--- config.mk ---
export PLATFORM = sky130hd
export DESIGN_NAME = cache_tag_ctrl
export DESIGN_NICKNAME = d
export VERILOG_FILES = /design/src/rtl/cache_tag_ctrl.sv
export SDC_FILE = /design/constraint.sdc
export NUM_CORES = 1
export LEC_CHECK = 0
export CAP_MARGIN = 20
export CORE_UTILIZATION = 46
export DETAILED_ROUTE_END_ITERATION = 10
export GPL_TIMING_DRIVEN = 0
export PLACE_DENSITY_LB_ADDON = 0.25
export SLEW_MARGIN = 20
export SYNTH_ARGS = -nofsm -noshare
export SYNTH_HDL_FRONTEND = slang
export SYNTH_SLANG_ARGS = --single-unit
--- constraint.sdc ---
create_clock -name clk -period 2.05 [get_ports clk]
set_input_delay 0.3075 -clock clk [delete_from_list [all_inputs] [get_ports clk]]
set_output_delay 0.3075 -clock clk [all_outputs]
set_load 0.02 [all_outputs]
--- src/rtl/cache_tag_ctrl.sv ---
// rtl/cache_tag_ctrl.sv - direct-mapped cache tag lookup controller
module cache_tag_ctrl #(
  parameter int ADDR_WIDTH   = 32,
  parameter int OFFSET_WIDTH = 5,
  parameter int INDEX_WIDTH  = 4,
  parameter int TAG_WIDTH    = ADDR_WIDTH - INDEX_WIDTH - OFFSET_WIDTH
) (
  input  logic                   clk,
  input  logic                   rst_n,
  input  logic                   req_valid,
  output logic                   req_ready,
  input  logic [ADDR_WIDTH-1:0]  req_addr,
  input  logic                   req_write,
  output logic                   resp_valid,
  input  logic                   resp_ready,
  output logic                   resp_hit,
  output logic [INDEX_WIDTH-1:0] resp_index,
  output logic                   miss_valid,
  output logic                   miss_victim_dirty,
  output logic [TAG_WIDTH-1:0]   miss_victim_tag,
  input  logic                   fill_done,
  output logic                   tag_csb,
  output logic                   tag_web,
  output logic [INDEX_WIDTH-1:0] tag_addr,
  output logic [TAG_WIDTH-1:0]   tag_din,
  input  logic [TAG_WIDTH-1:0]   tag_dout
);

  localparam int SETS = 1 << INDEX_WIDTH;

  typedef enum logic [1:0] {IDLE, CMP, MISS, RESP} state_t;

  state_t                 state, state_nxt;
  logic [SETS-1:0]        valid, dirty;
  logic [INDEX_WIDTH-1:0] lat_index;
  logic [TAG_WIDTH-1:0]   lat_tag;
  logic                   lat_write;
  logic                   accept, fill, hit;

  logic [INDEX_WIDTH-1:0] req_index;
  logic [TAG_WIDTH-1:0]   req_tag;
  logic                   unused_offset;

  assign req_index     = req_addr[OFFSET_WIDTH +: INDEX_WIDTH];
  assign req_tag       = req_addr[ADDR_WIDTH-1 -: TAG_WIDTH];
  assign unused_offset = ^req_addr[OFFSET_WIDTH-1:0];

  // tag_dout is only meaningful in CMP, one cycle after the read was issued
  assign hit = valid[lat_index] && (tag_dout == lat_tag);

  always_ff @(posedge clk or negedge rst_n) begin
    if (!rst_n) state <= IDLE;
    else        state <= state_nxt;
  end

  always_comb begin
    state_nxt = state;
    req_ready = 1'b0;
    accept    = 1'b0;
    fill      = 1'b0;
    tag_csb   = 1'b1;
    tag_web   = 1'b1;
    tag_addr  = lat_index;
    tag_din   = lat_tag;
    case (state)
      IDLE: begin
        req_ready = rst_n;
        if (req_valid && rst_n) begin
          accept    = 1'b1;
          tag_csb   = 1'b0;
          tag_addr  = req_index;
          state_nxt = CMP;
        end
      end
      CMP:  state_nxt = hit ? RESP : MISS;
      MISS: begin
        if (fill_done) begin
          fill      = 1'b1;
          tag_csb   = 1'b0;
          tag_web   = 1'b0;
          state_nxt = RESP;
        end
      end
      RESP: if (resp_ready) state_nxt = IDLE;
      default: state_nxt = IDLE;
    endcase
  end

  always_ff @(posedge clk or negedge rst_n) begin
    if (!rst_n) begin
      valid             <= '0;
      dirty             <= '0;
      lat_index         <= '0;
      lat_tag           <= '0;
      lat_write         <= 1'b0;
      resp_valid        <= 1'b0;
      resp_hit          <= 1'b0;
      resp_index        <= '0;
      miss_valid        <= 1'b0;
      miss_victim_dirty <= 1'b0;
      miss_victim_tag   <= '0;
    end else begin
      if (accept) begin
        lat_index <= req_index;
        lat_tag   <= req_tag;
        lat_write <= req_write;
      end
      if (state == CMP) begin
        if (hit) begin
          resp_valid <= 1'b1;
          resp_hit   <= 1'b1;
          resp_index <= lat_index;
          if (lat_write) dirty[lat_index] <= 1'b1;
        end else begin
          miss_valid        <= 1'b1;
          miss_victim_dirty <= valid[lat_index] & dirty[lat_index];
          miss_victim_tag   <= tag_dout;
        end
      end
      if (fill) begin
        valid[lat_index] <= 1'b1;
        dirty[lat_index] <= lat_write;
        miss_valid       <= 1'b0;
        resp_valid       <= 1'b1;
        resp_hit         <= 1'b0;
        resp_index       <= lat_index;
      end
      if (state == RESP && resp_ready) resp_valid <= 1'b0;
    end
  end

endmodule

==> results.ini <==
[status]
status=finished with violations
violations=setup timing

[run]
max_cap_violations=0

[pwr]
seqPwrFrac=0.270
p_per_area_nw_per_um2=1630
power.switching_w=0.00545
pwr-share-comb=0.593
clockPowerShare=0.137
p_leak_nw=3.18
internal_power_w=0.00699
vdd_drop_max_mv=0.821
p_sw_frac=0.438

[clock_tree]
insertion_delay_ps=340
cts_buffers=9
cts_num_sinks=93
htreeDepth=3
root_buffer=clkbuf_16
path_clk_slew_ps=70
tritoncts=built
ctsLongestPathBuffers=2

[drt]
highest_layer=met4
drc_errors=0
post_drt_wl_per_cell_um=20.8
drt_iter0_markers=392
dr_wl_met3_mm=1.23
vias_per_cell=6.25
met2_length_mm=8.71
drt_first_pass_iters=5
vias=5263
wl_met1_mm=7.04
drtAntennaViolNets=0
routed_wl_mm=17.5

[sta]
slew_headroom=0.618
clock.fmax_mhz=477
worst_pin_slew_ps=573
fin_ws_ps=-46.3
post-route-period-util=1.02
setup_viol=10
timing.hold.ws_ps=375
report.final.slew_viol_count=0
rsz0062_at_grt=yes
tns_ps=-171
finalCriticalPeriod_ps=2100
timing_hold_violations_final=0
skew_ps=8.25

[die]
start_util=0.473
io_pins=122
fp-row-count=39
die_w_um=110
die-area_um2=12200
core_um2=11400
dieHeight_um=110

[grt]
grtUsageTotal=0.285
grt_max_degree=53
antenna_found_initial=0
grt_overflow_total=0
grt_pass1_wl_mm=27.7
grt_pass1_vias=5279

[final_layout]
syn2layout_area_growth_pct=41.3
stdcell_area_um2=7640
final_util=0.669
num_antenna_cells=0
final_layout_size_suffix_gt1_frac=0.232
fin_nets=759

[worst_setup_path]
cp-start-kind=flip-flop
reg2reg_slack_ps=-30
critPathCapture=tag_addr[2]
arrival_ps=1790
crit_type=reg -> out
cp.required_ps=1740
end_kind=output pin
r2r_start=lat_index[1]
cp_max_fo=5
ff2ff_path_depth=5
r2r_end=miss_victim_dirty
cp-startpoint=state[0]

[yosys]
syn-instance-count=541
synth_common_cells=dfrtp_1 (93), nand3_1 (48), nand2_1 (35)
ys_seq_area_frac=0.430
syn_area_per_cell_um2=9.99
yosys.area.top_type=dfrtp_1
yosysWarningCount=0
ys_ff_latch=93
synth_async_sr_flop_share=1.00
synth_top_area_frac=0.430
ys_types=50
yosysMostFrequentCell=dfrtp_1
netlist_area_um2=5410
synth_edf_count=0
synth_nets=606
synth_top_flop_cell=dfrtp_1
ys_top_cells_by_area=dfrtp_1 (43%), mux2_2 (6.7%), nand3_1 (4.4%)

[place]
pre_cts_ws_ps=-784
place.gp.congestion=0.884
dpl.hpwl_mm=12.0
postPlaceCellArea_um2=6780
numPortBuffers=116

[min_path]
hp-class=in -> reg
hold_start=tag_dout[13]

[worst max-delay path, stage by stage, from the launching register on]
cell and delay [ps]:
dfrtp_1 390, inv_2 100, ha_4 130, and2_4 150, nand2_4 80, buf_12 150, mux2_4 320, buf_6 140
[cell usage in the layout (no fill, tap or decap), drive strengths merged, types with 6 or more instances in the layout]
master / Yosys / routed
clkdlybuf4s50: 0 / 106
dfrtp: 93 / 93
buf: 27 / 63
nand3: 48 / 48
nand2: 35 / 35
clkbuf: 29 / 34
mux2: 32 / 32
nor2b: 30 / 30
o2111ai: 26 / 26
a21oi: 24 / 24
xor2: 23 / 23
or3: 23 / 23
a311oi: 23 / 23
o21ai: 20 / 20
a32oi: 11 / 11
nand2b: 10 / 10
and2: 10 / 10
mux2i: 8 / 8
a21boi: 7 / 7
inv: 4 / 7
a31oi: 6 / 6
a21o: 6 / 6
o211ai: 6 / 6
[timing repair]
item                                    CTS  global route
hold buffers                              2             0
cloned                                    0             2
resized for setup                        77            78
pin swaps                                 8             4
endpoints found under the hold margin    41             0
endpoints found under the setup margin   75            65
buffers inserted                         17             9
[worst min path at each step]
stage,slack [ps],to,cells past startpoint
finish,370,miss_victim_tag[13],3
CTS,460,valid[15],1
floorplan,10,dirty[0],0
detailed placement,250,miss_victim_tag[11],1
global route,390,miss_victim_tag[13],3
global placement,440,valid[15],1
[logic make-up (layout without fill, tap and decap cells)]
logic type / after synthesis / after routing / share of synthesized area
fa+ha+maj: 4 / 4 / 0.00926
mux: 45 / 45 / 0.104
simple gates: 175 / 175 / 0.176
xor+xnor: 23 / 23 / 0.0373
flops: 93 / 93 / 0.430
compound gates: 140 / 140 / 0.191
buf+inv: 61 / 219 / 0.0514
[state kept, by name (all words and copies together) (netlist names)]
signal / cells
dirty: 16
miss_victim_dirty: 1
resp_index: 4
tag_din: 23
resp_valid: 1
lat_write: 1
state: 2
lat_index: 4
resp_hit: 1
miss_valid: 1
valid: 16
miss_victim_tag: 23
[power by group through the flow]
stage	Sequential (W)	Combinational [W]	Clock, W
6_report	0.00336	0.00738	0.00170
2_1_floorplan	0.00382	0.00343	0
3_3_place_gp	0.00332	0.00623	0
5_1_grt	0.00345	0.00786	0.00180
4_1_cts	0.00332	0.00684	0.00172
3_5_place_dp	0.00336	0.00642	0
[routing by layer]
layer / vias to the layer above / track usage
li1: 2360 / -
met1: 2584 / 0.369
met2: 278 / 0.474
met3: 41 / 0.0467
met4: 0 / 0.119
met5: - / 0
[layout make-up]
type	count	area [um^2]
inverters	5	21.3
well taps	143	179
clock inverters	6	68.8
plain buffers	51	374
repair buffers	147	1470
fillers	905	3780
multi-input cells	387	2970
clock buffers	10	229
flip-flops and latches	93	2330
[stage by stage]
stage / total power, W / std cells
after floorplan: 0.00726 / 541
after global placement: 0.00955 / 800
after detailed placement: 0.00978 / 801
after CTS: 0.0119 / 834
after global routing: 0.0131 / 842
final: 0.0124 / 842
Power figures use the tool's default switching activity.
